`src/rtl/clk_freq_meter_pkg.sv`:
```
// clk_freq_meter_pkg: shared states, saturation constants and the match helper
package clk_freq_meter_pkg;
    typedef enum logic [1:0] {IDLE, GATE, DONE} state_e;
    localparam int unsigned CNT_W_DEF = 16;
    // Widest supported counter; per-instance saturation values are slices of SAT_ALL
    localparam int unsigned MAX_W = 32;
    localparam logic [MAX_W-1:0] SAT_ALL = '1;
    // One extra bit of headroom so the difference never wraps
    function automatic logic [MAX_W:0] abs_diff(input logic [MAX_W:0] a, input logic [MAX_W:0] b);
        return (a > b) ? a - b : b - a;
    endfunction
endpackage

```
`src/rtl/clk_freq_meter_if.sv`:
```
// clk_freq_meter_if: control/result bundle of the frequency meter
//   start, sig_in, exp_cnt          : requester -> meter
//   busy, valid, edge_cnt,
//   period_min, period_max, match   : meter -> requester
interface clk_freq_meter_if
    import clk_freq_meter_pkg::*;
#(
    parameter int unsigned CNT_W = CNT_W_DEF
);
    logic             start;
    logic             sig_in;
    logic [CNT_W-1:0] exp_cnt;
    logic             busy;
    logic             valid;
    logic [CNT_W-1:0] edge_cnt;
    logic [CNT_W-1:0] period_min;
    logic [CNT_W-1:0] period_max;
    logic             match;
    modport master (
        output start, sig_in, exp_cnt,
        input  busy, valid, edge_cnt, period_min, period_max, match
    );
    modport slave (
        input  start, sig_in, exp_cnt,
        output busy, valid, edge_cnt, period_min, period_max, match
    );
endinterface

```
`src/rtl/clk_freq_meter_edge_interval_tracker.sv`:
```
// edge_interval_tracker: rise detect, saturating edge count and min/max rise-to-rise interval
//   clk_in, rst : clock and synchronous active-high reset
//   clr_i       : clears count/interval state at window start
//   en_i        : window active, rises are evaluated
//   sig_i       : signal under test
//   cnt_o, min_o, max_o : next-state results, so a rise on the final window cycle is included
module edge_interval_tracker
    import clk_freq_meter_pkg::*;
#(
    parameter int unsigned CNT_W = CNT_W_DEF
) (
    input  logic             clk_in,
    input  logic             rst,
    input  logic             clr_i,
    input  logic             en_i,
    input  logic             sig_i,
    output logic [CNT_W-1:0] cnt_o,
    output logic [CNT_W-1:0] min_o,
    output logic [CNT_W-1:0] max_o
);
    localparam logic [CNT_W-1:0] SAT = SAT_ALL[CNT_W-1:0];
    logic             sig_prev_q;
    logic             run_q, run_d;
    logic             have_q, have_d;
    logic [CNT_W-1:0] cnt_q, cnt_d;
    logic [CNT_W-1:0] ivl_q, ivl_d;
    logic [CNT_W-1:0] min_q, min_d;
    logic [CNT_W-1:0] max_q, max_d;
    logic             hit;
    logic             close;
    assign hit   = en_i & sig_i & ~sig_prev_q;
    // run_q: first rise seen; have_q: at least one interval closed
    assign close = hit & run_q;
    always_comb begin
        cnt_d  = clr_i ? '0 : (hit && cnt_q != SAT) ? cnt_q + 1'b1 : cnt_q;
        run_d  = clr_i ? 1'b0 : run_q | hit;
        ivl_d  = clr_i ? '0 : hit ? CNT_W'(1) : (run_q && en_i && ivl_q != SAT) ? ivl_q + 1'b1 : ivl_q;
        min_d  = clr_i ? '0 : (close && (!have_q || ivl_q < min_q)) ? ivl_q : min_q;
        max_d  = clr_i ? '0 : (close && (!have_q || ivl_q > max_q)) ? ivl_q : max_q;
        have_d = clr_i ? 1'b0 : have_q | close;
    end
    always_ff @(posedge clk_in) begin
        if (rst) begin
            sig_prev_q <= 1'b0;
            run_q      <= 1'b0;
            have_q     <= 1'b0;
            cnt_q      <= '0;
            ivl_q      <= '0;
            min_q      <= '0;
            max_q      <= '0;
        end else begin
            sig_prev_q <= sig_i;
            run_q      <= run_d;
            have_q     <= have_d;
            cnt_q      <= cnt_d;
            ivl_q      <= ivl_d;
            min_q      <= min_d;
            max_q      <= max_d;
        end
    end
    assign cnt_o = cnt_d;
    assign min_o = min_d;
    assign max_o = max_d;
endmodule

```
`src/rtl/clk_freq_meter.sv`:
```
// clk_freq_meter: gated edge counter and period min/max checker for divided clocks
//   clk_in : single clock, rising edge
//   rst    : synchronous active-high reset
//   bus    : clk_freq_meter_if.slave (start/sig_in/exp_cnt in, busy/valid/results out)
// Optional: define CLK_FREQ_METER_SYNC_EN to pass sig_in through a 2-flop synchronizer.
module clk_freq_meter
    import clk_freq_meter_pkg::*;
#(
    parameter int unsigned GATE_CYCLES = 1000,
    parameter int unsigned CNT_W       = CNT_W_DEF,
    parameter int unsigned TOL         = 1
) (
    input logic             clk_in,
    input logic             rst,
    clk_freq_meter_if.slave bus
);
    localparam int unsigned WIN_W = $clog2(GATE_CYCLES);
    localparam logic [WIN_W-1:0] LAST = WIN_W'(GATE_CYCLES - 1);
    state_e           state_q, state_d;
    logic [WIN_W-1:0] win_q, win_d;
    logic [CNT_W-1:0] exp_q, exp_d;
    logic [CNT_W-1:0] edge_cnt_q, edge_cnt_d;
    logic [CNT_W-1:0] pmin_q, pmin_d;
    logic [CNT_W-1:0] pmax_q, pmax_d;
    logic             match_q, match_d;
    logic             clr, en, load;
    logic             sig_s;
    logic [CNT_W-1:0] trk_cnt, trk_min, trk_max;
`ifdef CLK_FREQ_METER_SYNC_EN
    logic [1:0] sync_q;
    always_ff @(posedge clk_in) begin
        sync_q <= rst ? 2'b00 : {sync_q[0], bus.sig_in};
    end
    assign sig_s = sync_q[1];
`else
    assign sig_s = bus.sig_in;
`endif
    edge_interval_tracker #(.CNT_W(CNT_W)) u_trk (
        .clk_in (clk_in),
        .rst    (rst),
        .clr_i  (clr),
        .en_i   (en),
        .sig_i  (sig_s),
        .cnt_o  (trk_cnt),
        .min_o  (trk_min),
        .max_o  (trk_max)
    );
    always_comb begin
        state_d = state_q;
        win_d   = win_q;
        exp_d   = exp_q;
        clr     = 1'b0;
        en      = 1'b0;
        load    = 1'b0;
        case (state_q)
            IDLE: begin
                if (bus.start) begin
                    state_d = GATE;
                    exp_d   = bus.exp_cnt;
                    win_d   = '0;
                    clr     = 1'b1;
                end
            end
            GATE: begin
                en    = 1'b1;
                win_d = win_q + 1'b1;
                if (win_q == LAST) begin
                    state_d = DONE;
                    win_d   = '0;
                    load    = 1'b1;
                end
            end
            DONE:    state_d = IDLE;
            default: state_d = IDLE;
        endcase
        // Results are captured entering DONE so they are visible during the valid cycle
        edge_cnt_d = load ? trk_cnt : edge_cnt_q;
        pmin_d     = load ? trk_min : pmin_q;
        pmax_d     = load ? trk_max : pmax_q;
        match_d    = load ? (abs_diff((MAX_W+1)'(trk_cnt), (MAX_W+1)'(exp_q)) <= (MAX_W+1)'(TOL)) : match_q;
    end
    always_ff @(posedge clk_in) begin
        if (rst) begin
            state_q    <= IDLE;
            win_q      <= '0;
            exp_q      <= '0;
            edge_cnt_q <= '0;
            pmin_q     <= '0;
            pmax_q     <= '0;
            match_q    <= 1'b0;
        end else begin
            state_q    <= state_d;
            win_q      <= win_d;
            exp_q      <= exp_d;
            edge_cnt_q <= edge_cnt_d;
            pmin_q     <= pmin_d;
            pmax_q     <= pmax_d;
            match_q    <= match_d;
        end
    end
    assign bus.busy       = state_q == GATE;
    assign bus.valid      = state_q == DONE;
    assign bus.edge_cnt   = edge_cnt_q;
    assign bus.period_min = pmin_q;
    assign bus.period_max = pmax_q;
    assign bus.match      = match_q;
endmodule

```
`src/flat_wrapper.sv`:
```
// flat-port wrapper written by rule: the top's interface ports become plain ports
module clk_freq_meter_flat import clk_freq_meter_pkg::*;
#(
    parameter int unsigned GATE_CYCLES = 1000,
    parameter int unsigned CNT_W       = CNT_W_DEF,
    parameter int unsigned TOL         = 1
)
  (clk_in, rst, bus_start, bus_sig_in, bus_exp_cnt, bus_busy, bus_valid, bus_edge_cnt, bus_period_min, bus_period_max, bus_match);
  clk_freq_meter_if #(.CNT_W(CNT_W)) bus_i ();
  input logic clk_in;
  input logic rst;
  input wire logic [$bits(bus_i.start)-1:0] bus_start;
  input wire logic [$bits(bus_i.sig_in)-1:0] bus_sig_in;
  input wire logic [$bits(bus_i.exp_cnt)-1:0] bus_exp_cnt;
  output wire logic [$bits(bus_i.busy)-1:0] bus_busy;
  output wire logic [$bits(bus_i.valid)-1:0] bus_valid;
  output wire logic [$bits(bus_i.edge_cnt)-1:0] bus_edge_cnt;
  output wire logic [$bits(bus_i.period_min)-1:0] bus_period_min;
  output wire logic [$bits(bus_i.period_max)-1:0] bus_period_max;
  output wire logic [$bits(bus_i.match)-1:0] bus_match;
  assign bus_i.start = bus_start;
  assign bus_i.sig_in = bus_sig_in;
  assign bus_i.exp_cnt = bus_exp_cnt;
  assign bus_busy = bus_i.busy;
  assign bus_valid = bus_i.valid;
  assign bus_edge_cnt = bus_i.edge_cnt;
  assign bus_period_min = bus_i.period_min;
  assign bus_period_max = bus_i.period_max;
  assign bus_match = bus_i.match;
  clk_freq_meter #(.GATE_CYCLES(GATE_CYCLES), .CNT_W(CNT_W), .TOL(TOL)) u_core (.clk_in(clk_in), .rst(rst), .bus(bus_i));
endmodule
```
`config.mk`:
```
export PLATFORM = sky130hd
export DESIGN_NAME = clk_freq_meter_flat
export DESIGN_NICKNAME = d
export VERILOG_FILES = /design/src/rtl/clk_freq_meter_pkg.sv /design/src/rtl/clk_freq_meter_if.sv /design/src/rtl/clk_freq_meter_edge_interval_tracker.sv /design/src/rtl/clk_freq_meter.sv /design/src/flat_wrapper.sv
export SDC_FILE = /design/constraint.sdc
export NUM_CORES = 1
export LEC_CHECK = 0
export CAP_MARGIN = 0
export CORE_MARGIN = 2
export CORE_UTILIZATION = 35
export DETAILED_ROUTE_END_ITERATION = 16
export PLACE_DENSITY_LB_ADDON = 0.3
export SLEW_MARGIN = 20
export SYNTH_ARGS = -nofsm -noshare
export SYNTH_HDL_FRONTEND = slang
export SYNTH_SLANG_ARGS = --single-unit
```
`constraint.sdc`:
```
create_clock -name clk_in -period 5.2 [get_ports clk_in]
set_clock_uncertainty 0.15 [all_clocks]
set_input_delay 0.52 -clock clk_in [delete_from_list [all_inputs] [get_ports clk_in]]
set_output_delay 0.52 -clock clk_in [all_outputs]
set_load 0.1 [all_outputs]
```
==> results.md <==
Status:
- The run finished with clean final reports.

Global routing:
- The residual overflow from global routing is 0.
- The first-pass GRT wire length is 37.32 mm.
- The pin count of the biggest net entering global routing is 92.
- In the global route stage, overall resource usage came out at 0.1896.
- The initial antenna violation count is 0.
- The via count of the first global-routing pass is 7,071.

Floorplan:
- The die boundary width is 158.0 um.
- The die covers 0.02495 mm^2.
- Measured along the y axis, the die boundary spans 158.0 um.
- The area of the placeable core is 0.02340 mm^2.
- For this configuration, the core starts out at a cell density of 0.3545.
- The number of core rows is 56.
- In this run the count of I/O pins placed on the die edge is 71.

Power and ir drop:
- The leakage power of the design is 3.861 nW.
- The power density normalized to cell area is 270.8 mW/mm^2.
- The worst-case IR drop observed on VDD is 0.0001811 V.

Clocking:
- The clock tree buffer depth is 2.
- The post-CTS clock slew at the launch and capture registers of the worst setup and hold paths is 70 ps.
- The total clock buffers created by CTS is 17.
- After clock tree synthesis, the flow added hold-fix buffers numbering 0.
- The clock latency of the later-clocked register in the worst-skew pair is 430 ps.
- The clock net in this run drives a total of 144 sinks.
- TritonCTS built the clock tree.
- The H-tree generated during clock tree synthesis spans 4 levels.
- CTS placed an instance of clkbuf_16 at the clock tree root.
- The setup fix buffers added after clock tree synthesis is 0.

Detailed routing:
- The first-pass detailed-route iteration total is 5.
- The routed via count is 7,491.
- The average wire per standard cell is 15.92 um.
- The DRC marker count from the first detailed-route iteration is 462.
- After detailed routing, the number of vias per cell comes to 5.206.
- The count of nets left with antenna violations once routing finished came out at 0.
- The post-route DRC violation count is 0.
- The routed wire length is 22.91 mm.

Finish:
- After the last flow step, the layout net total stands at 1,195.
- The area growth from synthesis to final layout is 19.82%.
- Measured on the finished design, the core utilization comes to 0.4248.
- The count of antenna diodes in the layout is 0.
- In the final layout, the share of cells above drive strength 1 is 0.07500.
- Fill cells in the final layout number 2,455.
- The finished layout holds 1,439 standard cells, fillers aside.

Worst hold path:
- The endpoint of the worst hold-timing path is u_core.bus.edge_cnt[6].
- The tightest min-delay check is of the reg2reg type.
- In this run the most critical hold path is launched from u_core.bus.edge_cnt[6].
- The worst hold path passes through 2 cells.

Setup path:
- In this run the critical register-to-register path is captured at u_core.bus.match.
- Traced cell by cell, the critical path runs through ha_1, and2_1, nand4_1, nor2_1, nor2_1, nand3_1, xor2_1, nor2_1, inv_1, ha_1, nand4_4, or4_1, o211a_2, a21o_1, nand2_1, a41oi_1, a221oi_2, nand4_1, o21ai_1.
- Data on the critical path is required at its endpoint by 5410 ps.
- The type of the worst setup path is reg2reg.
- Counting stages on the worst path, the most repeated cell is nor2_1.
- The setup slack of the most critical reg-to-reg path is 460 ps.
- Tracing the worst setup path back leads to its startpoint at u_core.u_trk.cnt_q[0].
- The kind of cell with the highest combined delay on the critical path is simple AND/OR/NAND/NOR gates.
- Data on the critical path arrives at its endpoint at 4950 ps.
- The worst register-to-register path has a depth of 19.
- The startpoint identified for the worst register-to-register timing path is u_core.u_trk.cnt_q[0].
- The peak per-stage delay on the critical path is 530 ps.
- The cell type of the slowest stage on the worst timing path is or4_1.
- Together, buffers and inverters on the worst path number 1.
- The startpoint class of the critical path is a register.
- The element type at the critical path end is a register.
- The maximum fanout along the worst path is 8.

Yosys:
- The simple logic cell fraction of the synthesized area is 0.2173.
- The number of warning messages in the yosys log is 0.
- By area the synthesized netlist is led by dfxtp_1 35%, ha_1 10%, a21oi_1 6.4%, nor2_1 5.3%, nand2_1 4.8%.
- The cell area that synthesis handed to floorplanning was 0.008297 mm^2.
- The post-synthesis cell type with the largest combined area is dfxtp_1.
- The number of nets in the synthesized netlist is 1,137.
- After synthesis the netlist holds a flip-flop and latch count of 144.
- A synthesized cell averages 7.909 um^2.
- For this run, the register share of the synthesized area comes to 0.3475.
- The number of enable-type register cells in the synthesized netlist is 0.
- Counting flops with an async set or reset pin after synthesis yields a share of 0.
- The most used flip-flop cell after synthesis is dfxtp_1.
- Synthesis handed over a netlist of 1,049 instances.
- The synthesized-area fraction occupied by xor and xnor cells is 0.03800.
- Of the total synthesized cell area, the portion taken by full adders, half adders and majority gates is 0.1044.
- The main combinational cell family by area after synthesis is simple AND/OR/NAND/NOR gates.
- The synthesized-area fraction occupied by ao, oa, aoi and oai cells came to 0.2101.
- The multiplexer fraction of the synthesized cell area is 0.02172.
- The count of different cell masters after synthesis is 62.
- The area fraction of the dominant cell type after synthesis is 0.3475.

Placed design:
- The congestion estimate from routability-driven global placement came to 0.9044.
- The wire-length estimate of the detail-placed layout is 17.06 mm.
- Including well taps, the total number of placed cells is 1,407.
- The count of buffers added on input and output ports is 70.

STA:
- Setup violations remaining at the end of the flow were counted as 0.
- The top achievable clock speed is 0.2110 GHz.
- The portion of the clock cycle consumed by the worst path in the final layout is 0.9114.
- The hold violation count in the final report was 0.
- Setup repair after global routing left no endpoint under its margin.
- The final count of pins violating max slew is 0.
- In this run the tightest slew margin relative to its limit is 0.2946.
- The transition time at the pin with the least slew margin is 1055 ps.
- The worst path needs 4739 ps of the cycle, external delays included.
- After routing, the total negative slack on setup checks comes to 0 ps.

Run:
- The count of maximum capacitance violations is 0.
[flip-flops by register name, indices dropped and copies added (netlist names)]
signal and count:
u_core.bus.edge_cnt 16, u_core.bus.match 1, u_core.bus.period_max 16, u_core.bus.period_min 16, u_core.exp_q 16, u_core.state_q 2
u_core.u_trk.cnt_q 16, u_core.u_trk.have_q 1, u_core.u_trk.ivl_q 16, u_core.u_trk.max_q 16, u_core.u_trk.min_q 16, u_core.u_trk.run_q 1
u_core.u_trk.sig_prev_q 1, u_core.win_q 10
[final cells by class]
cell class / instances / area, um^2 / share of cell area
well taps: 319 / 399.1 / 0.04015
flip-flops and latches: 144 / 2883 / 0.2900
inverters: 75 / 281.5 / 0.02832
clock inverters: 14 / 143.9 / 0.01447
repair buffers: 92 / 860.8 / 0.08660
clock buffers: 18 / 439.2 / 0.04418
multi-input cells: 777 / 4933 / 0.4963
[metal layers]
layer | track usage | up-vias | part of all wire
met5 | 0 | - | 0
met1 | 0.2747 | 3541 | 0.52
li1 | - | 3806 | -
met2 | 0.2890 | 121 | 0.44
met3 | 0.03285 | 23 | 0.028
met4 | 0.05234 | 0 | 0.015
[power breakdown]
group	total, mW	switching, mW	internal [mW]
clock network	1.20	0.549	0.649
registers	1.12	0.0107	1.11
logic	0.371	0.226	0.145
total	2.69	0.785	1.91
[synth_stat cells (5+ instances only)]
cell / count
buf_2: 12
nand3b_1: 6
nand2_1: 107
a311oi_1: 18
xnor2_1: 15
clkbuf_1: 36
o21ai_0: 46
and4_1: 5
xor2_1: 21
mux2i_1: 18
and2_1: 9
dfxtp_1: 144
nor2b_1: 6
a21oi_1: 106
and3_1: 11
inv_1: 74
a21o_1: 24
or2_2: 17
nand2b_1: 5
o21a_1: 9
nand3_1: 45
a211oi_1: 21
nand4_1: 14
or3_1: 8
ha_1: 66
nor2_1: 118
nor3_1: 10
nor4_1: 9
o211ai_1: 10
[worst register-to-register path: stages (launching register included)]
cell	delay, ps
dfxtp_1	340
ha_1	220
and2_1	190
nand4_1	130
nor2_1	50
nor2_1	280
nand3_1	140
xor2_1	190
nor2_1	270
inv_1	80
ha_1	520
nand4_4	180
or4_1	530
o211a_2	210
a21o_1	240
nand2_1	220
a41oi_1	200
a221oi_2	290
nand4_1	130
o21ai_1	120
[layout by cell type (no fill, tap or decap), drive strengths merged, types with 10 or more instances in the layout]
cell type      count
o21ai             49
a311oi            18
a21oi            107
clkbuf            18
clkdlybuf4s50     69
nor3              11
nand3             45
buf               23
nor2             118
a21o              24
or2               17
inv               81
xor2              21
ha                66
mux2i             18
dfxtp            144
xnor2             15
o211ai            10
a211oi            21
nand4             15
and3              11
nand2            107
[per-stage QoR]
stage               instance area (um^2)  power [mW]  hold WS [ps]  worst slack [ps]
floorplan                           8297       1.403         298.6             467.6
global placement                    9339       1.520         294.0             86.55
detailed placement                  9339       1.516         296.7             47.53
CTS                                 9922       2.717         306.0             422.0
global route                        9941       2.812         325.3             13.94
finish                              9941       2.692         305.0             460.8
[kinds of logic (layout without fill, tap and decap cells)]
logic type,count (synthesis),in the layout
xor gates and xnor gates,36,36
adders and majority gates,68,68
and+or+nand+nor,381,381
AOI/OAI and AO/OA,274,274
DFF,144,144
buffers and inverters,128,199
muxes,18,18
[worst max-delay path by stage]
stage                        to  slack (ps)  cells after the start
6_report       u_core.bus.match         460                     19
5_1_grt        u_core.bus.match          10                     18
4_1_cts        u_core.bus.match         420                     18
3_5_place_dp   u_core.bus.match          50                     18
3_3_place_gp   u_core.bus.match          90                     18
2_1_floorplan  u_core.bus.match         470                     18
[timing repair]
| action | CTS | global route |
|---|---|---|
| endpoints found under the hold margin | 0 | 0 |
| endpoints found under the setup margin | 0 | 1 |
| resized for setup | 0 | 2 |
(Power assumes the default switching activity.)
